--- config.mk ---
export PLATFORM = sky130hd
export DESIGN_NAME = regfile_sb_flat
export DESIGN_NICKNAME = d
export VERILOG_FILES = /design/src/rtl/regfile_sb_pkg.sv /design/src/rtl/regfile_sb_if.sv /design/src/rtl/regfile_sb_rdport.sv /design/src/rtl/regfile_sb.sv /design/src/flat_wrapper.sv
export SDC_FILE = /design/constraint.sdc
export NUM_CORES = 2
export LEC_CHECK = 0
export CORE_ASPECT_RATIO = 2
export CORE_MARGIN = 5
export CORE_UTILIZATION = 51
export DETAILED_ROUTE_END_ITERATION = 6
export HOLD_SLACK_MARGIN = 0.1
export PLACE_DENSITY = 0.67
export REMOVE_ABC_BUFFERS = 1
export SLEW_MARGIN = 5
export SYNTH_ARGS = -nofsm -noshare
export SYNTH_HDL_FRONTEND = slang
export SYNTH_SLANG_ARGS = --single-unit
--- constraint.sdc ---
create_clock -name clk -period 5.1 [get_ports clk]
set_clock_uncertainty 0.1 [all_clocks]
set_input_delay 1.53 -clock clk [delete_from_list [all_inputs] [get_ports clk]]
set_output_delay 1.53 -clock clk [all_outputs]
set_load 0.03 [all_outputs]
--- src/rtl/regfile_sb_pkg.sv ---
// regfile_sb_pkg: shared defaults, depth helper and packed-port slice macro
// for the scoreboarded register file.
`ifndef REGFILE_SB_PKG_SV
`define REGFILE_SB_PKG_SV

// Selects lane idx of width w from a packed multi-port vector.
`define RF_SLICE(idx, w) (idx)*(w) +: (w)

package regfile_sb_pkg;

    localparam int DATA_W_DEF   = 32;
    localparam int ADDR_W_DEF   = 5;
    localparam int NRD_DEF      = 2;
    localparam int ZERO_REG_DEF = 1;

    // Number of architectural registers for a given address width.
    function automatic int depthOf(input int addrW);
        return 1 << addrW;
    endfunction

endpackage

`endif

--- src/rtl/regfile_sb_if.sv ---
// regfile_sb_if: write, issue and read bus of the scoreboarded register file.
// The master (decode/writeback side) drives requests; the slave answers reads.
interface regfile_sb_if
    import regfile_sb_pkg::*;
#(
    parameter int DATA_W = DATA_W_DEF,
    parameter int ADDR_W = ADDR_W_DEF,
    parameter int NRD    = NRD_DEF
);
    logic                    we;
    logic [ADDR_W-1:0]       wa;
    logic [DATA_W-1:0]       wd;
    logic                    iss_v;
    logic [ADDR_W-1:0]       iss_a;
    logic [NRD*ADDR_W-1:0]   ra;
    logic [NRD*DATA_W-1:0]   rd;
    logic [NRD-1:0]          rbusy;
    logic                    busy_any;

    modport master (
        output we, wa, wd, iss_v, iss_a, ra,
        input  rd, rbusy, busy_any
    );

    modport slave (
        input  we, wa, wd, iss_v, iss_a, ra,
        output rd, rbusy, busy_any
    );

endinterface

--- src/rtl/regfile_sb_rdport.sv ---
// regfile_sb_rdport: one combinational read port of the register file.
// Handles the hardwired-zero register, the busy-bit lookup and, when
// REGFILE_BYPASS_EN is defined, forwarding of the write in flight.
module regfile_sb_rdport
    import regfile_sb_pkg::*;
#(
    parameter int DATA_W   = DATA_W_DEF,
    parameter int ADDR_W   = ADDR_W_DEF,
    parameter int DEPTH    = depthOf(ADDR_W_DEF),
    parameter int ZERO_REG = ZERO_REG_DEF
) (
    input  logic [ADDR_W-1:0] i_ra,
    input  logic [DATA_W-1:0] i_rf [DEPTH],
    input  logic [DEPTH-1:0]  i_busy,
`ifdef REGFILE_BYPASS_EN
    input  logic              i_we,
    input  logic [ADDR_W-1:0] i_wa,
    input  logic [DATA_W-1:0] i_wd,
    input  logic              i_issV,
    input  logic [ADDR_W-1:0] i_issA,
`endif
    output logic [DATA_W-1:0] o_rd,
    output logic              o_rbusy
);

    logic w_isZero;

    // Stored value and busy bit, overridden for register 0 and (optionally) a same-cycle write.
    always_comb begin
        w_isZero = (ZERO_REG != 0) && (i_ra == '0);
        o_rd     = i_rf[i_ra];
        o_rbusy  = i_busy[i_ra];
        if (w_isZero) begin
            o_rd    = '0;
            o_rbusy = 1'b0;
        end
`ifdef REGFILE_BYPASS_EN
        else if (i_we && (i_wa == i_ra)) begin
            o_rd    = i_wd;
            o_rbusy = i_issV && (i_issA == i_ra);
        end
`endif
    end

endmodule

--- src/rtl/regfile_sb.sv ---
// regfile_sb: parametrised register file with NRD combinational read ports,
// one synchronous write port and a per-register pending-write scoreboard.
// Optional macro REGFILE_BYPASS_EN forwards the current write to readers.
module regfile_sb
    import regfile_sb_pkg::*;
#(
    parameter int DATA_W   = DATA_W_DEF,
    parameter int ADDR_W   = ADDR_W_DEF,
    parameter int NRD      = NRD_DEF,
    parameter int ZERO_REG = ZERO_REG_DEF
) (
    input  logic        clk,
    input  logic        reset_n,
    regfile_sb_if.slave bus
);

    localparam int DEPTH = depthOf(ADDR_W);

    logic [DATA_W-1:0] r_rf [DEPTH];
    logic [DEPTH-1:0]  r_busy;
    logic              w_wrEn;
    logic [DATA_W-1:0] w_rd [NRD];
    logic [NRD-1:0]    w_rbusy;

    // Drop writes aimed at the hardwired zero register.
    always_comb begin
        w_wrEn = bus.we;
        if ((ZERO_REG != 0) && (bus.wa == '0)) begin
            w_wrEn = 1'b0;
        end
    end

    // Register storage, cleared asynchronously.
    always_ff @(posedge clk or negedge reset_n) begin
        if (!reset_n) begin
            for (int r = 0; r < DEPTH; r++) begin
                r_rf[r] <= '0;
            end
        end else if (w_wrEn) begin
            r_rf[bus.wa] <= bus.wd;
        end
    end

    // Scoreboard: issue sets, write clears, issue wins when both hit one register.
    always_ff @(posedge clk or negedge reset_n) begin
        if (!reset_n) begin
            r_busy <= '0;
        end else begin
            for (int r = 0; r < DEPTH; r++) begin
                if ((ZERO_REG != 0) && (r == 0)) begin
                    r_busy[r] <= 1'b0;
                end else if (bus.iss_v && (bus.iss_a == ADDR_W'(r))) begin
                    r_busy[r] <= 1'b1;
                end else if (bus.we && (bus.wa == ADDR_W'(r))) begin
                    r_busy[r] <= 1'b0;
                end
            end
        end
    end

`ifdef REGFILE_BYPASS_EN
    logic w_bypWe;

    // Forwarding is suppressed while in reset so reads stay zero.
    always_comb begin
        w_bypWe = bus.we & reset_n;
    end
`endif

    for (genvar g = 0; g < NRD; g++) begin : g_rdport
        regfile_sb_rdport #(
            .DATA_W   (DATA_W),
            .ADDR_W   (ADDR_W),
            .DEPTH    (DEPTH),
            .ZERO_REG (ZERO_REG)
        ) u_rdport (
            .i_ra    (bus.ra[`RF_SLICE(g, ADDR_W)]),
            .i_rf    (r_rf),
            .i_busy  (r_busy),
`ifdef REGFILE_BYPASS_EN
            .i_we    (w_bypWe),
            .i_wa    (bus.wa),
            .i_wd    (bus.wd),
            .i_issV  (bus.iss_v),
            .i_issA  (bus.iss_a),
`endif
            .o_rd    (w_rd[g]),
            .o_rbusy (w_rbusy[g])
        );
    end

    // Pack the per-port results onto the bus.
    always_comb begin
        bus.rd = '0;
        for (int p = 0; p < NRD; p++) begin
            bus.rd[`RF_SLICE(p, DATA_W)] = w_rd[p];
        end
        bus.rbusy    = w_rbusy;
        bus.busy_any = |r_busy;
    end

endmodule
--- src/flat_wrapper.sv ---
// flat-port wrapper written by rule: the top's interface ports become plain ports
module regfile_sb_flat import regfile_sb_pkg::*;
#(
    parameter int DATA_W   = DATA_W_DEF,
    parameter int ADDR_W   = ADDR_W_DEF,
    parameter int NRD      = NRD_DEF,
    parameter int ZERO_REG = ZERO_REG_DEF
)
  (clk, reset_n, bus_we, bus_wa, bus_wd, bus_iss_v, bus_iss_a, bus_ra, bus_rd, bus_rbusy, bus_busy_any);
  regfile_sb_if #(.DATA_W(DATA_W), .ADDR_W(ADDR_W), .NRD(NRD)) bus_i ();
  input  logic clk;
  input  logic reset_n;
  input wire logic [$bits(bus_i.we)-1:0] bus_we;
  input wire logic [$bits(bus_i.wa)-1:0] bus_wa;
  input wire logic [$bits(bus_i.wd)-1:0] bus_wd;
  input wire logic [$bits(bus_i.iss_v)-1:0] bus_iss_v;
  input wire logic [$bits(bus_i.iss_a)-1:0] bus_iss_a;
  input wire logic [$bits(bus_i.ra)-1:0] bus_ra;
  output wire logic [$bits(bus_i.rd)-1:0] bus_rd;
  output wire logic [$bits(bus_i.rbusy)-1:0] bus_rbusy;
  output wire logic [$bits(bus_i.busy_any)-1:0] bus_busy_any;
  assign bus_i.we = bus_we;
  assign bus_i.wa = bus_wa;
  assign bus_i.wd = bus_wd;
  assign bus_i.iss_v = bus_iss_v;
  assign bus_i.iss_a = bus_iss_a;
  assign bus_i.ra = bus_ra;
  assign bus_rd = bus_i.rd;
  assign bus_rbusy = bus_i.rbusy;
  assign bus_busy_any = bus_i.busy_any;
  regfile_sb #(.DATA_W(DATA_W), .ADDR_W(ADDR_W), .NRD(NRD), .ZERO_REG(ZERO_REG)) u_core (.clk(clk), .reset_n(reset_n), .bus(bus_i));
endmodule
## Word level (Yosys, flattened, before mapping)

Cells that the tools add are included.

- Input port bits: 56
- Output and inout port bits: 67
- Flip-flop bits (word level): 1055

- Order comparisons: 6
- Bitwise gates (word level): 3
- Equal/unequal tests: 62
- Mux-type cells: 80
- Reductions and logical operators: 98

Operators with widths:

| cell | number |
|---|---|
| 1024-bit bitwise mux | 1 |
| 32-bit binary-select mux with 5-bit select | 2 |
| 32-bit two-way mux | 7 |
| 32-bit demux with 5-bit select | 1 |
| 5-bit equality test, second input constant | 32 |
| 5-bit by 4-bit equality test with 1-bit output, second input constant | 16 |
| 1-bit two-way mux | 67 |
| 1-bit logical AND | 63 |
| 2-bit nonzero test | 31 |
| 5-bit by 3-bit equality test with 1-bit output, second input constant | 8 |
| 31-bit OR reduction | 1 |
| 5-bit by 2-bit equality test with 1-bit output, second input constant | 4 |
| 6-bit >= comparator, second input constant | 3 |
| 5-bit NOT with 6-bit output | 3 |
| 5-bit zero test | 3 |
| 5-bit by 6-bit less-than comparator with 1-bit output, second input constant | 2 |
| 1-bit binary-select mux with 5-bit select | 2 |
| 5-bit by 1-bit equality test with 1-bit output, second input constant | 2 |
| 6-bit by 1-bit less-than comparator with 1-bit output, second input constant | 1 |

## Logic depth before layout (Yosys ltp)

- Depth after elaboration: 6
- Depth in mapped cells: 9

## Modules after synthesis

A second synthesis with hierarchy kept.

- Cell total of the unflattened synthesis: 3772
- Area total of the unflattened synthesis: 56860.8 µm²

Modules (own cells, without submodules):

| module | cells an instance | instances | area an instance (µm²) | sequential area each (µm²) |
|---|---|---|---|---|
| regfile_sb | 2404 | 1 | 39361.5 | 26400.3 |
| regfile_sb_rdport | 684 | 2 | 8749.6 | 0.0 |

## Worst setup path before layout

OpenSTA, ideal clock, no wires.

- Path kind: input -> output
- Start: input port bus_ra[6]
- End: output port bus_rd[60]
- Arrival: 3.531 ns
- Path buffers: 4
- Cell stages on the path: 8
- Path slack: -0.061 ns
- Cell sequence: buf_2 -> buf_2 -> nor2b_1 -> clkbuf_1 -> clkbuf_1 -> a221oi_1 -> o21ai_0 -> a311oi_1

- Longest elaborated chain between the ends: 5

Ends and longest elaborated chain:

| element | line | text |
|---|---|---|
| from (decl) | flat_wrapper.sv:18 | `input wire logic [$bits(bus_i.ra)-1:0] bus_ra;` |
| 5-bit NOT with 6-bit output (not written as such) | regfile_sb_rdport.sv:31 | `o_rd = i_rf[i_ra];` |
| 32-bit binary-select mux with 5-bit select | regfile_sb_rdport.sv:31 |  |
| 32-bit two-way mux (not written as such) (2 in a row) | regfile_sb_rdport.sv:31 |  |
| 32-bit two-way mux (*) | regfile_sb_rdport.sv:33 | `if (w_isZero) begin` |
| to (decl) | flat_wrapper.sv:19 | `output wire logic [$bits(bus_i.rd)-1:0] bus_rd;` |

Every way passes the cells marked *; elsewhere a longest branch is shown, timed or not. The select of a mux whose other input is x is not followed.

## Final worst setup path

- Start: input port bus_ra[6]
- End: output port bus_rd[53]

The elaborated chain is that of the path after synthesis.

==> out/results.ini <==
[outcome]
status=finished with violations
violations=negative setup slack

[floorplanning]
rows=172
coreArea_um2=110000
die_area_um2=118000
start_util=0.514
io_pins=123
fp.dieH_um=480
die_w_um=245

[grt]
grt_busiest_layer=met2
grt_use_total=0.314
grt_max_degree=110
grt_pass1_vias=40555
grt_pass1_wl_um=275000
grtUsageMet1=0.384
antenna_found_initial=3
use_met2=0.535
grt_use_met3=0.0538
overflow=0

[placement]
port_buffers=122
post-place-cells=5259
gp_congestion=0.893
dp_hpwl_um=117000

[worst_setup_path]
path_max_fanout=17
cp-end-kind=output pin
critPathLaunchType=primary input
crit_type=in -> out
cp_data_arrival_time_ps=3480
required_ps=3470

[logic_synthesis]
yosysSeqAreaShare=0.468
synthCells=3783
synth_edf_count=0
ys_ff_latch=1055
synth_top_area_frac=0.468
syn_area_um2=56400
synth_flop_cell=dfrtp_1
ys_async_sr_fraction=1.00
synth_cell_types=45
yosysWarningCount=0
synthTopCellsByArea=dfrtp_1, mux2_2, mux4_2
yosys.area.top_type=dfrtp_1
avgSynthCellArea_um2=14.9

[detailed_routing]
vias=38025
wire_per_inst_um=34.2
drc=0
firstDrtPassIters=5
wl_um=187000
first_iter_violations=3436
antenna_left=0
viasPerCell=6.94

[sta]
slew_headroom=0.208
worst_slack_ps=-7.98
tns_ps=-7.98
setup_violations=1
hold_viol=0
hold_ws_ps=299
slew_viol_final=0
worstMarginPinSlew_ps=1180
fin_crit_sh=1.00
rsz0062_at_grt=yes
finalCriticalPeriod_ps=5110
fmax_mhz=196

[clocking]
cts_made_buffers=97
clk_latency_ps=720
clk_pin_slew_worst_paths_ps=60
htree_levels=3
ctsLongestPathBuffers=3
postCtsHoldBufs=0
cts_tree=built
cts_root_buf=clkbuf_16
clkSinkCount=1055

[run]
maxCapViolations=0

[power]
power_density_nw_per_um2=371
p_leak_nw=29.1
ir_worst_vdd_v=0.000260

[final_layout]
nets=4057
area_growth_pct=18.9
instances_no_fill=5476
drive_gt1_frac=0.570

[hold_path]
hold_class=reg -> reg

[registers in the layout (all words and copies together) (netlist names)]
register       count
u_core.r_busy     31
u_core.r_rf     1024
[worst max-delay path, cell delays in order]
cell      delay (ps)
buf_16           180
nor2_4           210
buf_12           210
a221oi_1         300
o21ai_1          140
a311oi_2         640
buf_12           200
[metrics by stage]
step / util / setup WS, ps / area (um2) / power, mW
floorplan: - / -394 / 54400 / 14.5
global placement: 0.569 / -377 / 62500 / 16.7
detailed placement: 0.569 / -340 / 62500 / 16.9
CTS: 0.606 / -56.2 / 66500 / 24.9
global route: 0.611 / -7.13 / 67000 / 25.8
finish: 0.611 / -7.98 / 67000 / 24.9
[path summary, 6_finish.rpt]
kind	startpoint	to	slack, ps	cells after the start
min	u_core.r_rf[992]	u_core.r_rf[992]	300	0
min reg2reg	u_core.r_rf[992]	u_core.r_rf[992]	300	0
max in group asynchronous	reset_n	u_core.r_rf[616]	2900	2
max reg2reg	u_core.r_rf[449]	u_core.r_rf[449]	4160	1
max	bus_ra[6]	bus_rd[53]	-8	7
min in group asynchronous	reset_n	u_core.r_rf[810]	730	1
[final cells by class]
type	count	area (um2)
Tap cell	1392	1740
Timing Repair Buffer	565	6810
Fill cell	8200	42700
Inverter	13	53.8
Multi-Input combinational cell	2269	28600
Antenna cell	2	5.00
Clock inverter	41	523
Sequential cell	1055	26400
Clock buffer	139	2870
[cell families after synthesis]
family | count (synthesis) | synth area share
buffers and inverters | 459 | 0.0366
AO/OA/AOI/OAI | 422 | 0.0535
multiplexers | 1652 | 0.423
AND/OR/NAND/NOR | 195 | 0.0187
flip-flops | 1055 | 0.468
[synthesized netlist by cell type (2+ instances only)]
library cell	instances
nand2b_1	11
mux2_2	1002
buf_12	6
mux4_2	460
nor2_1	25
a221oi_1	50
buf_4	8
o32ai_1	3
nor4_1	7
o2111ai_1	16
or3_1	2
nand2_1	49
clkbuf_1	253
or4_1	3
a32o_1	4
inv_1	13
buf_6	3
dfrtp_1	1055
or2_1	4
a221o_1	2
o21ai_1	9
a311oi_1	66
buf_2	148
clkbuf_2	2
buf_1	26
a22oi_1	66
nand4_1	6
nor2b_1	72
a22o_1	8
o21ai_0	126
nor3_1	2
mux2i_1	132
mux2_4	58
o22ai_1	3
nand3_1	4
a211oi_1	64
o31ai_1	3
and2_1	2
nor3_2	3
a21oi_1	2
[power breakdown]
part / internal (mW) / leakage [nW] / switching, mW
Combinational: 3.52 / 13.9 / 2.25
Sequential: 9.97 / 13.5 / 1.29
Clock: 4.44 / 1.68 / 3.40
[routing by layer]
layer,wire (um),up-vias
met5,13,-
met4,12000,2
met3,12900,558
met2,94800,1752
met1,67300,20574
li1,-,15139
[cell usage in the layout (no fill, tap or decap), types with 16 or more instances in the layout]
master / n
clkdlybuf4s50_1: 45
a211oi_2: 20
a211oi_1: 44
a22oi_1: 58
o21ai_1: 37
mux4_2: 460
nand2_1: 41
mux2i_1: 132
buf_4: 318
clkbuf_1: 17
a311oi_1: 31
clkinv_2: 22
nor2b_1: 68
clkbuf_16: 106
buf_12: 163
o2111ai_1: 16
clkbuf_8: 22
dfrtp_1: 1055
a311oi_2: 33
mux2_2: 1002
o21ai_0: 94
a221oi_1: 38
mux2_4: 58
[what timing repair did]
action / 4_1_cts / 5_1_grt
setup endpoints to repair: 59 / 51
gates cloned: 3 / 6
resized for setup: 90 / 66
hold endpoints to repair: 0 / 0
setup buffers: 10 / 16
pin swaps: 1 / 11
(Power assumes the default switching activity.)
